### src/rtl/regfile_wb_arbiter.sv
// regfile_wb_arbiter: write-side arbiter for the 32x32 general-register file.
// Merges two producers into the single register-file write port:
//   port 0 (ALU)  : priority, never buffered; stalls on WAW hazard with FIFO
//   port 1 (LSU)  : buffered in a DEPTH-entry FIFO, drained when p0 idles,
//                   on a WAW hazard, or after STARVE_LIMIT starved cycles
// Writes to x0 are dropped. o_pending lists destinations still in flight.
// Ports:
//   clk, rst                      clock, synchronous active-high reset
//   i_p0_valid/o_p0_ready/i_p0_rd/i_p0_data   ALU result handshake
//   i_p1_valid/o_p1_ready/i_p1_rd/i_p1_data   LSU result handshake
//   o_we/o_waddr/o_wdata          registered register-file write port
//   o_pending                     in-flight destination mask (bit 0 = 0)
//   o_draining                    high while the FIFO is being force-drained
module regfile_wb_arbiter #(
  parameter int DEPTH        = 4,
  parameter int STARVE_LIMIT = 8
) (
  input  logic        clk,
  input  logic        rst,
  input  logic        i_p0_valid,
  output logic        o_p0_ready,
  input  logic [4:0]  i_p0_rd,
  input  logic [31:0] i_p0_data,
  input  logic        i_p1_valid,
  output logic        o_p1_ready,
  input  logic [4:0]  i_p1_rd,
  input  logic [31:0] i_p1_data,
  output logic        o_we,
  output logic [4:0]  o_waddr,
  output logic [31:0] o_wdata,
  output logic [31:0] o_pending,
  output logic        o_draining
);
  localparam int PW = $clog2(DEPTH);
  localparam int CW = $clog2(DEPTH + 1);
  localparam int SW = $clog2(STARVE_LIMIT + 1);

  typedef enum logic [0:0] {NORMAL = 1'b0, DRAIN = 1'b1} state_t;

  state_t        state;
  logic [4:0]    mem_rd   [DEPTH];
  logic [31:0]   mem_data [DEPTH];
  logic [PW-1:0] rptr, wptr;
  logic [CW-1:0] count, count_nxt;
  logic [SW-1:0] starve;

  logic [DEPTH-1:0] slot_vld;
  logic full, empty, conflict;
  logic p0_wr, push, pop, enter_drain;

  assign full  = (count == CW'(DEPTH));
  assign empty = (count == '0);

  // A slot holds a live entry when its distance from the head is below the
  // occupancy; this works for any pointer wrap position.
  always_comb begin
    slot_vld = '0;
    for (int i = 0; i < DEPTH; i++)
      slot_vld[i] = (CW'(PW'(PW'(i) - rptr)) < count);
  end

  // WAW check against FIFO contents as they stand before this cycle's push.
  always_comb begin
    conflict = 1'b0;
    if (i_p0_rd != 5'd0)
      for (int i = 0; i < DEPTH; i++)
        if (slot_vld[i] && (mem_rd[i] == i_p0_rd)) conflict = 1'b1;
  end

  always_comb begin
    o_pending = '0;
    for (int i = 0; i < DEPTH; i++)
      if (slot_vld[i]) o_pending[mem_rd[i]] = 1'b1;
    if (o_we) o_pending[o_waddr] = 1'b1;
    o_pending[0] = 1'b0;
  end

  assign o_p1_ready = !full;
  assign o_p0_ready = (state == NORMAL) && !conflict;
  assign o_draining = (state == DRAIN);

  assign p0_wr = i_p0_valid && o_p0_ready && (i_p0_rd != 5'd0);
  // p0_wr already implies NORMAL, so in NORMAL the FIFO pops only when p0 idles.
  assign pop   = !empty && ((state == DRAIN) || !p0_wr);
  // Full blocks the push even if a pop frees a slot this cycle.
  assign push  = i_p1_valid && !full && (i_p1_rd != 5'd0);

  assign count_nxt = count + CW'(push) - CW'(pop);

  assign enter_drain = (state == NORMAL) &&
                       ((i_p0_valid && conflict) || (starve == SW'(STARVE_LIMIT)));

  // Storage carries no reset; only pointers and occupancy define validity.
  always_ff @(posedge clk) begin
    if (push) begin
      mem_rd[wptr]   <= i_p1_rd;
      mem_data[wptr] <= i_p1_data;
    end
  end

  always_ff @(posedge clk) begin
    if (rst) begin
      state   <= NORMAL;
      rptr    <= '0;
      wptr    <= '0;
      count   <= '0;
      starve  <= '0;
      o_we    <= 1'b0;
      o_waddr <= '0;
      o_wdata <= '0;
    end else begin
      if (push) wptr <= wptr + 1'b1;
      if (pop)  rptr <= rptr + 1'b1;
      count <= count_nxt;

      o_we <= p0_wr || pop;
      if (p0_wr) begin
        o_waddr <= i_p0_rd;
        o_wdata <= i_p0_data;
      end else if (pop) begin
        o_waddr <= mem_rd[rptr];
        o_wdata <= mem_data[rptr];
      end

      case (state)
        NORMAL: if (enter_drain) state <= DRAIN;
        // Leave as soon as the FIFO will be empty, so pushes arriving while
        // draining keep the drain going.
        DRAIN:  if (count_nxt == '0) state <= NORMAL;
        default: state <= NORMAL;
      endcase

      if (enter_drain || pop || empty)
        starve <= '0;
      else if ((state == NORMAL) && p0_wr && (starve != SW'(STARVE_LIMIT)))
        starve <= starve + 1'b1;
    end
  end
endmodule

### config.mk
export PLATFORM = sky130hd
export DESIGN_NAME = regfile_wb_arbiter
export DESIGN_NICKNAME = d
export VERILOG_FILES = /design/src/rtl/regfile_wb_arbiter.sv
export SDC_FILE = /design/constraint.sdc
export NUM_CORES = 1
export LEC_CHECK = 0
export ABC_AREA = 1
export ABC_CLOCK_PERIOD_IN_PS = 3400
export CORE_MARGIN = 2
export CORE_UTILIZATION = 54
export DETAILED_ROUTE_END_ITERATION = 8
export PLACE_DENSITY_LB_ADDON = 0.25
export SLEW_MARGIN = 20
export SYNTH_ARGS = -nofsm -noshare
export SYNTH_HDL_FRONTEND = slang
export SYNTH_SLANG_ARGS = --single-unit
### constraint.sdc
create_clock -name clk -period 3.4 [get_ports clk]
set_input_delay 0.51 -clock clk [delete_from_list [all_inputs] [get_ports clk]]
set_output_delay 0.51 -clock clk [all_outputs]
set_load 0.03 [all_outputs]
==> results.toml <==
[global_route]
grt-ovfl-total = 0
grt_pass1_wl_um = 44000
first_global_vias = 8230
grtUsageTotal_pct = 29.0
grt_max_degree = 79
antenna_found_initial = 0

[yosys]
synth_most_common_cell = "nand2_1"
synth_edf_count = 148
yosysWarnings = 0
synth_area_per_cell_um2 = 8.99
synth_common_cells = "211 x nand2_1, 148 x edfxtp_1, 113 x nor2_1"
yosysSeqAreaShare_pct = 55.8
yosys.area_share.adder_pct = 1.60
synth_xor_area_share_pct = 1.43
yosysTopAreaCell = "edfxtp_1"
yosys.area_share.simple_pct = 21.1
synth_cell_types = 40
yosys.area.top_type_share_pct = 45.2
syn-instance-count = 1093
ys_ff_latch = 200
syn_nets = 1183
syn-cell-area_mm2 = 0.00983
synth_mux_area_share_pct = 0
synth_compound_area_share_pct = 13.5
synth_area_leaders = "edfxtp_1 45%, dfxtp_1 11%, nand2_1 8.1%"
ys.flop_type = "edfxtp_1"
synth_top_family_by_area = "simple AND/OR/NAND/NOR gates"
async_flop_share_pct = 0

[power_and_ir_drop]
p_sw_share_pct = 42.6
p_seq_share_pct = 35.3
p_clk_share_pct = 21.5
ir_drop_uv = 498
power_density_mw_per_mm2 = 759
p_leak_nw = 4.87
pwr-share-comb_pct = 43.2
cellInternalPower_mw = 5.35
p_switching_mw = 3.97

[setup_path]
path_cells = "xor2_2, inv_1, ha_1, nand3_1, nand2_1, nor3_1, buf_4, nand2_1, o2111ai_1, dlygate4sd2_1"
crit_path_frequent_cell = "nand2_1"
critPathBufInv = 3
cp_max_fo = 8
critical_path_arrival_ps = 2720
crit_path_max_incr_delay_ps = 440
worst_setup_path_start_kind = "register"
cpLargestDelayFamily = "buffers and inverters"
end_kind = "output pin"
worst-setup-path-type = "register to output pin"
cp_data_required_time_ps = 2890
slowest_stage = "dlygate4sd2_1"

[min_path]
hp-class = "register to register"

[detailed_routing]
remaining_drc_errors = 0
wirelength_um = 28300
vias_per_cell = 5.90
wire_per_inst_um = 19.1
ant_nets = 0
num_vias = 8750
drt_iter0_markers = 1007
first_pass_iters = 6

[clocking]
cts_tree = "done"
post-cts-setup-buffer-count = 0
cts_max_path_buffers = 2
clk_pin_slew_worst_paths_ps = 80
cts_buffers = 17
worstSkewPairLatency_ps = 440
cts.htree.levels = 4
clock_sink_count = 200
cts_root_buf = "clkbuf_16"

[flow_run]
cap_viol_max_count = 0

[floorplan]
die_area_mm2 = 0.0193
die_h_um = 139
placementRows = 49
ioPinCount = 151
coreArea_mm2 = 0.0179
initial_core_util_pct = 54.9
die_w_um = 139

[placed_design]
dpl.hpwl_um = 19100
gp_congestion = 0.966
io_buffers = 149

[finish]
final_nets = 1331
num_antenna_cells = 0
final_util_pct = 68.6
nFillCells = 1405
multiInputGateArea_mm2 = 0.00375
seq_area_mm2 = 0.00549
drive_above_1_share_pct = 7.42
area_growth_pct = 24.9

[timing]
drv_slew = 0
finalCritPeriodShare_pct = 94.9
worst_pin_slew_ps = 789
worst_slew_margin_rel_pct = 47.4
skew_ps = 10.9
rsz0062_at_grt = "no"
max_freq_ghz = 0.310
hold_viol_final = 0
fin_crit_ps = 3230
setup-tns-final_ps = 0
setup_viol = 0

[run_status]
run_status = "finished, final reports clean"
cell usage in the layout (no fill, tap or decap), types with 4 or more instances in the layout:
cell type,count
dlygate4sd2_1,29
nand2_1,211
dfxtp_1,49
nor3_1,40
xor2_1,5
inv_8,5
a32oi_1,7
a21oi_1,25
nand3_1,71
ha_1,11
a22oi_1,29
nor2_1,108
o22ai_1,33
inv_2,6
o2111ai_1,9
inv_1,97
edfxtp_1,148
o21ai_1,14
nor2_4,4
clkdlybuf4s50_1,117
xnor2_1,10
buf_4,34
o21ai_0,97
nand4_1,38
clkbuf_16,17
kinds of logic after synthesis:
| group | count (synthesis) |
|---|---|
| other | 1 |
| AND/OR/NAND/NOR | 481 |
| XOR/XNOR | 16 |
| flip-flops | 200 |
| adder cells (fa/ha/maj) | 12 |
| buffers and inverters | 161 |
| AO/OA/AOI/OAI | 222 |
flip-flops by register name, summed over array words and instances, names as in the netlist, named ones only:
register	count
mem_data	128
o_wdata	32
mem_rd	20
o_waddr	5
starve	4
count	3
rptr	2
wptr	2
o_draining	1
o_we	1
worst reg2reg max path: stages (launching register included):
cell and delay (ps):
dfxtp_2 390, xor2_2 200, inv_1 60, ha_1 270, nand3_1 70, nand2_1 180, nor2_1 80, nand2_1 70
nand2_1 70, nor2_2 150, nand4_4 90, nand2_1 130, inv_1 90, nand2_1 100, nand2_1 60, ha_1 190
fa_1 370, xnor2_1 160, o31ai_1 200, a21oi_1 100
through the flow:
stage / total power, mW / cells / cell area (µm²) / hold slack (ps) / setup slack (ps)
floorplan: 5.78 / 1093 / 9830 / 450 / 247
global placement: 7.26 / 1451 / 11700 / 447 / 165
detailed placement: 7.31 / 1451 / 11700 / 452 / 86.2
CTS: 9.28 / 1483 / 12300 / 465 / 0.447
global route: 9.80 / 1483 / 12300 / 484 / 10.0
finish: 9.31 / 1483 / 12300 / 460 / 174
what timing repair did:
action	in CTS	in global routing
hold buffers	0	0
pin swaps	0	0
hold endpoints to repair	0	0
resized for setup	32	4
setup endpoints to repair	30	11
cloned	0	0
power groups by stage:
stage          Combinational [mW]  Clock, mW  Sequential, mW
5_1_grt                      4.36       2.11            3.33
3_5_place_dp                 3.99          0            3.32
3_3_place_gp                 3.95          0            3.31
2_1_floorplan                2.19          0            3.59
4_1_cts                      3.98       2.02            3.27
6_report                     4.02       2.00            3.29
layer usage:
metal  share of wire (%)  vias up  GRT usage (%)
met5                   0        -              0
met4                 2.9        0           10.6
met3                 8.6       62           5.15
met2                  47      485           45.7
met1                  42     4081           40.7
li1                    -     4122              -
layout make-up:
cell class / count / area share [%]
Sequential cell: 200 / 44.7
Clock inverter: 15 / 1.41
Timing Repair Buffer: 184 / 14.3
Multi-Input combinational cell: 732 / 30.6
Tap cell: 229 / 2.33
Inverter: 106 / 3.24
Clock buffer: 17 / 3.46
path summary, 6_finish.rpt:
kind | start | to | slack [ps] | cells after the start
min | o_wdata[28]$_SDFFE_PP0P_ | o_wdata[28]$_SDFFE_PP0P_ | 460 | 2
max | rptr[1]$_SDFFE_PP0P_ | o_pending[7] | 170 | 10
max reg2reg | rptr[1]$_SDFFE_PP0P_ | o_draining$_SDFF_PP0_ | 230 | 19
min reg2reg | o_wdata[28]$_SDFFE_PP0P_ | o_wdata[28]$_SDFFE_PP0P_ | 460 | 2
Power figures use the tool's default switching activity.
